===== config.mk =====
export PLATFORM = sky130hd
export DESIGN_NAME = image_sequencer
export DESIGN_NICKNAME = d
export VERILOG_FILES = /design/src/rtl/image_sequencer.sv
export SDC_FILE = /design/constraint.sdc
export NUM_CORES = 1
export LEC_CHECK = 0
export CAP_MARGIN = 20
export CELL_PAD_IN_SITES_DETAIL_PLACEMENT = 0
export CELL_PAD_IN_SITES_GLOBAL_PLACEMENT = 1
export CORE_ASPECT_RATIO = 1.4
export CORE_MARGIN = 4
export CORE_UTILIZATION = 43
export CTS_BUF_LIST = sky130_fd_sc_hd__clkbuf_4
export DETAILED_ROUTE_END_ITERATION = 12
export HOLD_SLACK_MARGIN = 0.12
export PLACE_DENSITY_LB_ADDON = 0.1
export SYNTH_ARGS = -nofsm -noshare
export SYNTH_HDL_FRONTEND = slang
export SYNTH_SLANG_ARGS = --single-unit

===== constraint.sdc =====
create_clock -name clk -period 3.7 [get_ports clk]
set_input_delay 0.555 -clock clk [delete_from_list [all_inputs] [get_ports clk]]
set_output_delay 0.555 -clock clk [all_outputs]
set_load 0.02 [all_outputs]

===== src/rtl/image_sequencer.sv =====
// Frame sequencer: per A-line fetch delays, fire num_avg shots, wait for memory drain, loop frames.
// All outputs registered (Moore); abort returns to IDLE on the next edge, a transmit watchdog raises a sticky error.
module image_sequencer #(
  parameter int ALINE_W     = 6,
  parameter int AVG_W       = 4,
  parameter int TIMEOUT_CYC = 50000,
  parameter int FCNT_W      = 16
) (
  input  logic               clk,
  input  logic               rst,
  input  logic               start,
  input  logic               abort,
  input  logic               continuous,
  input  logic [ALINE_W-1:0] num_alines,
  input  logic [AVG_W-1:0]   num_avg,
  input  logic               cfg_valid,
  output logic               fetch_req,
  output logic [ALINE_W-1:0] fetch_aline,
  input  logic               fetch_done,
  output logic               tx_start,
  input  logic               tx_busy,
  input  logic               tx_done,
  input  logic               mem_clear,
  output logic               busy,
  output logic [ALINE_W-1:0] current_aline,
  output logic [AVG_W-1:0]   current_shot,
  output logic               frame_done,
  output logic [FCNT_W-1:0]  frame_count,
  output logic               aborted,
  output logic               error,
  output logic [2:0]         state
);

  typedef enum logic [2:0] {
    IDLE    = 3'd0,
    FETCH   = 3'd1,
    FIRE    = 3'd2,
    WAIT_TX = 3'd3,
    DRAIN   = 3'd4
  } state_t;

  localparam int WD_W = $clog2(TIMEOUT_CYC + 1);

  state_t             st;
  logic [ALINE_W-1:0] n_lat;
  logic [AVG_W-1:0]   avg_lat;
  logic [WD_W-1:0]    wd;

  // One extra bit so a full-scale count never wraps in the compare.
  logic [ALINE_W:0] aline_nxt;
  logic [AVG_W:0]   shot_nxt;
  assign aline_nxt = {1'b0, current_aline} + (ALINE_W+1)'(1);
  assign shot_nxt  = {1'b0, current_shot} + (AVG_W+1)'(1);

  assign state = st;

  always_ff @(posedge clk) begin
    if (rst) begin
      st            <= IDLE;
      n_lat         <= '0;
      avg_lat       <= '0;
      wd            <= '0;
      fetch_req     <= 1'b0;
      fetch_aline   <= '0;
      tx_start      <= 1'b0;
      busy          <= 1'b0;
      current_aline <= '0;
      current_shot  <= '0;
      frame_done    <= 1'b0;
      frame_count   <= '0;
      aborted       <= 1'b0;
      error         <= 1'b0;
    end else begin
      tx_start   <= 1'b0;
      frame_done <= 1'b0;
      aborted    <= 1'b0;
      if (st != IDLE && abort) begin
        st        <= IDLE;
        aborted   <= 1'b1;
        fetch_req <= 1'b0;
        busy      <= 1'b0;
      end else begin
        case (st)
          IDLE: begin
            if (start && cfg_valid && !tx_busy && num_alines != '0) begin
              n_lat         <= num_alines;
              avg_lat       <= (num_avg == '0) ? AVG_W'(1) : num_avg;
              current_aline <= '0;
              current_shot  <= '0;
              error         <= 1'b0;
              fetch_aline   <= '0;
              fetch_req     <= 1'b1;
              busy          <= 1'b1;
              st            <= FETCH;
            end
          end
          FETCH: begin
            if (fetch_done) begin
              fetch_req <= 1'b0;
              tx_start  <= 1'b1;
              st        <= FIRE;
            end
          end
          FIRE: begin
            wd <= WD_W'(TIMEOUT_CYC);
            st <= WAIT_TX;
          end
          WAIT_TX: begin
            wd <= wd - WD_W'(1);
            if (tx_done) begin
              st <= DRAIN;
            end else if (wd == WD_W'(1)) begin
              error <= 1'b1;
              busy  <= 1'b0;
              st    <= IDLE;
            end
          end
          DRAIN: begin
            if (mem_clear) begin
              if (shot_nxt < {1'b0, avg_lat}) begin
                // Same A-line: delays already loaded, so fire again directly.
                current_shot <= shot_nxt[AVG_W-1:0];
                tx_start     <= 1'b1;
                st           <= FIRE;
              end else if (aline_nxt < {1'b0, n_lat}) begin
                current_shot  <= '0;
                current_aline <= aline_nxt[ALINE_W-1:0];
                fetch_aline   <= aline_nxt[ALINE_W-1:0];
                fetch_req     <= 1'b1;
                st            <= FETCH;
              end else begin
                frame_done  <= 1'b1;
                frame_count <= frame_count + FCNT_W'(1);
                if (continuous) begin
                  current_shot  <= '0;
                  current_aline <= '0;
                  fetch_aline   <= '0;
                  fetch_req     <= 1'b1;
                  st            <= FETCH;
                end else begin
                  busy <= 1'b0;
                  st   <= IDLE;
                end
              end
            end
          end
          default: begin
            busy <= 1'b0;
            st   <= IDLE;
          end
        endcase
      end
    end
  end

endmodule


==> results.txt <==
Once detail routing completed, the nets flagged for antenna violations numbered 0. The power density relative to cell area was 325 nW/um2. Before CTS, the worst setup slack after placement is 0.675 ns. During synthesis, Yosys emitted a total of 0 warnings. The longest clock path from root to sink contains 2 buffers.

The run gives 413 as the synthesized net count. The final cycle utilization of the critical path was 79.3%; the proportion of synthesized chip area in sequential cells was 38.8%. Once placement completed, the tool counted placed cells totaling 519. In this run the post-CTS setup repair buffer count came out at 0.

Along the worst path, the maximum fanout reaches 12. In the final routing, the length of wire on met1 measures 3.22 mm. Entering global routing, the biggest net connects 27 pins.

The tools report the remaining global-route overflow as 0. The first global-routing pass estimated 12.4 mm of wire. The initial antenna violation count was 0; the time the final worst path needs with I/O delays and setup was 2.94 ns. The uppermost metal layer occupied by signal nets is met4. Tracing the worst setup path back leads to its startpoint at current_aline[0]. Leaving out filler cells and counting taps, the final layout contains 535.

The number of synthesized flops with an enable pin is 0, and the final non-filler cell area is 3960 um2. The core region is 7030 um2. The run gives 0.341 GHz as the highest achievable clock rate. Clock-pin slew was measured on the worst setup and hold paths at 0.11 ns. The via count of the routed design came out at 2832.

The number of top-level pins came out at 61. VDD sags by at most 0.000215 V. The worst setup path is captured at a register. TritonCTS built the clock tree. The horizontal die dimension was 80.3 um. The met3 wire length came out at 311 um. Across the run, the number of max-cap violations was 0.

The tools report the max-slew violation count as 0. After detailed routing, the number of remaining DRC violations is 0. The tools report the data required time of the critical path as 4.03 ns. The clock insertion delay at the later pin of the skew report was 0.40 ns; the number of hold violations in the final report was 0.

The run gives 18.0% as the global router's overall resource usage. Compared with the post-synthesis result, the final layout area differs by 25.8%. Summed over all instances, the cell type with the most area after synthesis is sky130_fd_sc_hd__dfxtp_1. The tools report the number of global-route vias before repair as 2674. The cell sitting at the root of the clock tree is a sky130_fd_sc_hd__clkbuf_4. Setup violations remaining at the end of the flow were counted as 0. The initial utilization of the core area, before any placement, comes to 44.7%.

For the number of CTS-inserted buffers, the log shows 9. Setup repair after global routing left no endpoint under its margin. The die extent in y was 109 um; the total number of clock tree sinks was 61.

Count of buffers from port buffering: 60. The area share of the largest cell type after synthesis is 38.8%. The first TritonRoute pass finished after 4 iterations. After the first detailed-routing iteration, the DRC count stood at 123. Synthesis instantiated 56 different standard cells from the library. After synthesis, the share of flip-flops with an asynchronous set or reset is 0%. STA classifies the critical path startpoint as a register. The tools report the number of nets in the final layout as 468.

The final weighted congestion in routability-driven placement is 0.823. After filler insertion, the fill cell instance count of the layout stands at 691. In this run the static leakage power is 1.46 nW. The run gives 48.7% as the worst slew margin relative to its limit.

After synthesis the cells add up to 3140 um2. The setup path with the least slack is of type register to register. The startpoint identified for the worst register-to-register timing path is current_aline[0]. Worst-case setup margin in the final layout: 0.764 ns. The path class of the tightest hold or removal check is register to register. The run gives 36 as the number of standard-cell rows in the floorplan. After synthesis, the cell types taking the most area are sky130_fd_sc_hd__dfxtp_1 39%, sky130_fd_sc_hd__nor2_1 6.9%, sky130_fd_sc_hd__a21oi_1 5.3%. The multi-input combinational cells in the finished layout cover a total of 1760 um2.

Number of storage elements in the synthesis netlist: 61. The H-tree was split into 3 levels. After routing, the total negative slack on setup checks comes to 0 ns. The tools report the worst path arrival time as 3.27 ns. The wire length reported by the detailed router was 7.47 mm. The floorplan step defined a die boundary enclosing 8760 um2.

In this run the cell area measured after placement is 3800 um2. The area occupied by registers came out at 1220 um2. Detailed placement finished with a half-perimeter wire length of 5.59 mm. Origin of the worst min-delay path: fetch_req. The run finished with clean final reports.

The clock arrives with 0.0161 ns of skew. The number of gates resized after cts was 0. Dividing the detail-routed via count by the number of cells gives 5.29. The number of diodes came out at 0.

At the pin with the least slew margin, the transition time is 0.759 ns. In the final layout, the share of cells above drive strength 1 is 7.50%. After technology mapping, the gate count stands at 380. In this run, post-CTS hold repair placed 0 buffers. The mean cell area of the mapped netlist works out to 8.27 um2. For this run, the leading register cell type out of synthesis is sky130_fd_sc_hd__dfxtp_1. The routed length per placed instance was 14.0 um. The met2 wire length is 3.85 mm.
power by group:
group          total, mW  switching, mW  internal [mW]  leakage, nW
combinational      0.101         0.0549         0.0459        0.879
clock              0.515          0.239          0.275       0.0852
sequential         0.668        0.00482          0.663        0.492
total               1.28          0.299          0.985         1.46
layer usage:
layer | track usage [%] | vias to the layer above
li1 | - | 1462
met1 | 21.3 | 1310
met2 | 31.8 | 53
met3 | 4.30 | 7
met4 | 5.92 | 0
met5 | 0 | -
critical path, stage by stage, from the launching register on:
cell	delay, ns
sky130_fd_sc_hd__dfxtp_1	0.45
sky130_fd_sc_hd__ha_1	0.27
sky130_fd_sc_hd__nand3_1	0.15
sky130_fd_sc_hd__xnor2_1	0.18
sky130_fd_sc_hd__ha_1	0.30
sky130_fd_sc_hd__nand3_1	0.09
sky130_fd_sc_hd__o211ai_1	0.16
sky130_fd_sc_hd__buf_4	0.17
sky130_fd_sc_hd__nand4_1	0.33
sky130_fd_sc_hd__or4_1	0.60
sky130_fd_sc_hd__a21oi_1	0.15
sequential cells by signal, summed over array words and instances, names as in the netlist:
name / cells
wd: 16
n_lat: 6
frame_done: 1
aborted: 1
frame_count: 16
error: 1
current_aline: 6
state: 3
avg_lat: 4
fetch_req: 1
busy: 1
tx_start: 1
current_shot: 4
layout by cell type, fill, tap and decap left out, drive strengths merged, types with 4 or more instances in the layout:
cell type,n
dfxtp,61
clkdlybuf4s50,60
nor2,58
a21oi,34
nand2,17
o21ai,17
nand3,15
inv,14
xnor2,13
ha,13
or3,13
nor3,12
clkbuf,10
xor2,8
nor4,8
buf,7
a31oi,6
nand4,6
nand2b,6
o31ai,5
and3,4
or4,4
a211oi,4
clkinv,4
cell families after synthesis:
kind of cell             after synthesis  synth area share, %
AO/OA/AOI/OAI                         85                 17.1
XOR/XNOR                              21                 5.85
adder cells (fa/ha/maj)               13                 5.17
buffers and inverters                 37                 5.29
flip-flops                            61                 38.8
multiplexers                           4                 1.31
AND/OR/NAND/NOR                      159                 26.4
synth_stat cells, types with 8 or more instances:
cell / number
sky130_fd_sc_hd__dfxtp_1: 61
sky130_fd_sc_hd__nor2_1: 58
sky130_fd_sc_hd__a21oi_1: 33
sky130_fd_sc_hd__nand2_1: 17
sky130_fd_sc_hd__o21ai_0: 17
sky130_fd_sc_hd__nand3_1: 15
sky130_fd_sc_hd__inv_1: 14
sky130_fd_sc_hd__clkbuf_1: 13
sky130_fd_sc_hd__ha_1: 13
sky130_fd_sc_hd__xnor2_1: 13
sky130_fd_sc_hd__or3_1: 12
sky130_fd_sc_hd__nor3_1: 10
sky130_fd_sc_hd__xor2_1: 8
through the flow:
| stage | total power [mW] | hold WS (ns) | util, % |
|---|---|---|---|
| 4_1_cts | 1.30 | 0.473 | 56.3 |
| 3_5_place_dp | 0.785 | 0.455 | 54.1 |
| 6_report | 1.28 | 0.472 | 56.3 |
| 3_3_place_gp | 0.785 | 0.456 | 54.1 |
| 5_1_grt | 1.34 | 0.518 | 56.3 |
| 2_1_floorplan | 0.737 | 0.461 | - |
cell type report:
class,instances,area share (%)
inverters,14,1.33
repair buffers,67,16.5
flip-flops and latches,61,30.9
clock buffers,10,1.90
clock inverters,6,1.96
multi-input cells,282,44.4
well taps,95,3.01
worst paths after layout:
path	endpoint	slack (ns)	cells after the start
setup / recovery	frame_count[10]	0.76	10
setup reg to reg	frame_count[10]	0.76	10
hold reg to reg	fetch_req	0.47	2
hold / removal	fetch_req	0.47	2
No activity file was read; power rests on OpenSTA's default activity.
==> RTL change 1 (same flow settings) <==
`FCNT_W`: 16 -> 14.
--- a/src/rtl/image_sequencer.sv
+++ b/src/rtl/image_sequencer.sv
@@ -5,5 +5,5 @@
   parameter int AVG_W       = 4,
   parameter int TIMEOUT_CYC = 50000,
-  parameter int FCNT_W      = 16
+  parameter int FCNT_W      = 14
 ) (
   input  logic               clk,
Interface: changed (resized frame_count); port bits go from 61 to 59. No check against the original RTL was run, so the function may have changed too.
==> RTL change 1 against the original RTL <==
- total power grew 1.2%
- area after synthesis up 0.48%
- setup slack lost 190 ps
- design area fell by 0.79%
- worst hold slack gained 5.6 ps
- sequential cell count is 2 lower
- routed wire length rose by 9.6%
==> RTL change 1: results <==
[synth]
netlist_instances = 379
yosysSeqAreaShare_pct = 37.39
synth_xor_area_share_pct = 6.376
synth.area.mux_share_pct = 0.6337
yosys.area_share.adder_pct = 5.149
synthTopCellsByCount = "dfxtp_1, nor2_1, a21oi_1, nand2_1, xnor2_1"
synth_cell_types = 58
synth.area.top_cells = "dfxtp_1, nor2_1, a21oi_1"

[layout]
multi_input_area_share_pct = 45.89
reg_top3 = "wd x16, frame_count x14"
layout.nonclk_buf_share_pct = 15.56
multi_input_gates = 284
nets = 463
drive_gt1_share_pct = 7.586
sh_seq_area_pct = 30.10
clkbuf_count = 11
syn_to_final_growth_pct = 24.20

[drt]
dr_wl_met2_um = 4190
met3WireLength_um = 412
wl_met1_um = 3404
wl_um = 8188
vias = 2928
vias_per_cell = 5.525

[setup_path]
cp_slowest_stage_delay_ps = 670
cp.arrival_ps = 3470
slowest_stage = "a211oi_2"

[grt]
grt_pass1_vias = 2839
grt_util_all_layers_pct = 19.83
grt_pass1_wl_um = 13560
grt_max_degree = 21

[pwr]
power_density_nw_per_um2 = 331.1
power.share.clock_pct = 40.8
switching_power_mw = 0.3171
p_sw_share_pct = 24.41

[placed_design]
dp_cells = 514
gp_congestion = 0.8392
dp_hpwl_um = 6177
placed_cell_area_um2 = 3764
port_buffers = 58

[worst_hold_path]
hp-start = "wd[1]$_SDFFE_PP0P_"

[clock_tree]
cts_num_sinks = 59

[timing]
worst_pin_slew_ps = 926.6

[run_status]
outcome = "finished, final reports clean"
[RTL change 1: changes by cell type in the layout (fill, tap and decap cells not counted), sizes merged, moves of 5 or more]
| cell | change |
|---|---|
| xnor2 | +5 |
| a21oi | +5 |
| or3 | -6 |
| nand3b | +6 |
| nand2 | +5 |
| a2111oi | +5 |
[RTL change 1: worst max-delay path, delay by kind of cell (launching register included)]
kind	cells	cell delay [ps]
xor gates and xnor gates	1	170
DFF	1	440
AOI/OAI and AO/OA	4	1370
and+or+nand+nor	2	530
adders and majority gates	2	550
[RTL change 1: final timing paths]
kind                                  to  cells past startpoint  slack (ps)
setup / recovery  fetch_req$_SDFFE_PP0P_                      9         580
setup reg to reg  fetch_req$_SDFFE_PP0P_                      9         580
hold / removal        wd[1]$_SDFFE_PP0P_                      2         480
hold reg to reg       wd[1]$_SDFFE_PP0P_                      2         480
[RTL change 1: cells by family after synthesis]
kind of cell	Yosys count
mux	2
flops	59
xor+xnor	23
simple gates	150
fa+ha+maj	13
compound gates	96
buf+inv	36
==> RTL change 2 (same flow settings) <==
Made on the original files. Make the reset (`rst`) asynchronous in one clocked block.
--- a/src/rtl/image_sequencer.sv
+++ b/src/rtl/image_sequencer.sv
@@ -55,5 +55,5 @@
   assign state = st;
 
-  always_ff @(posedge clk) begin
+  always_ff @(posedge clk or posedge rst) begin
     if (rst) begin
       st            <= IDLE;
Behaviour: differs if rst is asserted again (counterexample within 4 cycles, from zero or initial values and one cycle with rst high); with rst held inactive, the same outputs for 4 cycles.
==> RTL change 2 against the original RTL <==
- critical path depth fell by 1
- sequential cell count unchanged
- setup slack better by 6.4 ps
- routed wire length down 1.7%
- design area is 3.0% higher
- synthesized cell count shrank 12%
- core utilization shrank 1.6 points
- clock skew shrank 0.80 ps
- area after synthesis is 5.5% higher
- critical path type unchanged
- highest routed layer unchanged
Power is not compared: it rests on default switching activity, and its combinational part moved more than twofold at a synthesized area within 25%.
==> RTL change 2: results <==
[synth]
netlist_instances = 333
synth_cell_types = 51
synth_xor_area_share_pct = 8.710
yosys.area_share.adder_pct = 4.902
synth.area.top_cells = "dfrtp_1, xnor2_1, ha_1"
synth_nets = 366
synth-async-reset-ratio_pct = 100.0
yosysSeqAreaShare_pct = 46.00

[placed_design]
dp_cells = 473
gp_congestion = 0.7853
placed_cell_area_um2 = 3939

[timing]
whs_ps = 453.2
clock_skew_ps = 15.29

[layout]
drive_gt1_share_pct = 8.929
fin_cells = 489
nets = 420

[worst_hold_path]
hold_class = "in -> async"

[run_status]
outcome = "finished, final reports clean"

[drt]
wire_per_inst_um = 15.02
vias = 2559

[grt]
grt_pass1_wl_um = 12500
grt_util_all_layers_pct = 17.48
grt_max_degree = 25

[setup_path]
slowest_stage = "dfrtp_1"
r2r-end = "current_shot[1]$_DFFE_PP0P_"
critical_path.max_fanout = 7
crit_family = "compound AO/OA/AOI/OAI gates"
==> RTL change 2: area by class of cell <==
cell class | instances | area, um^2
timing repair buffer | 63 | 623.1
clock inverter | 5 | 51.30
inverter | 16 | 60.06
multi-input combinational | 236 | 1608
tap | 97 | 121.4
clock buffer | 11 | 82.58
fill | 711 | 3381
sequential | 61 | 1526
==> RTL change 2: routing by layer <==
layer / wire length, um / GRT usage [%] / vias to the layer above
met3: 325 / 4.369 / 7
met5: 0 / 0 / -
met2: 3708 / 28.21 / 48
met4: 90 / 5.987 / 0
li1: - / - / 1275
met1: 3220 / 22.40 / 1229
==> RTL change 2: kinds of logic after synthesis <==
family,Yosys count
compound gates,59
flops,61
simple gates,126
buf+inv,36
fa+ha+maj,13
mux,5
xor+xnor,33
==> RTL change 2: how the worst max path moves through the flow <==
stage / from / endpoint / slack, ps / cells after the start
2_1_floorplan: current_aline[0]$_DFFE_PP0P_ / current_aline[0]$_DFFE_PP0P_ / 930 / 10
3_3_place_gp: current_aline[0]$_DFFE_PP0P_ / current_shot[1]$_DFFE_PP0P_ / 890 / 9
3_5_place_dp: current_aline[0]$_DFFE_PP0P_ / current_shot[1]$_DFFE_PP0P_ / 810 / 9
4_1_cts: current_aline[0]$_DFFE_PP0P_ / current_shot[1]$_DFFE_PP0P_ / 760 / 9
5_1_grt: current_aline[0]$_DFFE_PP0P_ / frame_count[15]$_DFFE_PP0P_ / 520 / 10
6_report: current_aline[0]$_DFFE_PP0P_ / current_shot[1]$_DFFE_PP0P_ / 770 / 9
==> RTL change 2: power by group <==
part | switching [mW] | internal [mW] | total, mW
sequential | 0.148 | 0.818 | 0.966
clock | 0.249 | 0.217 | 0.466
combinational | 0.375 | 0.289 | 0.663
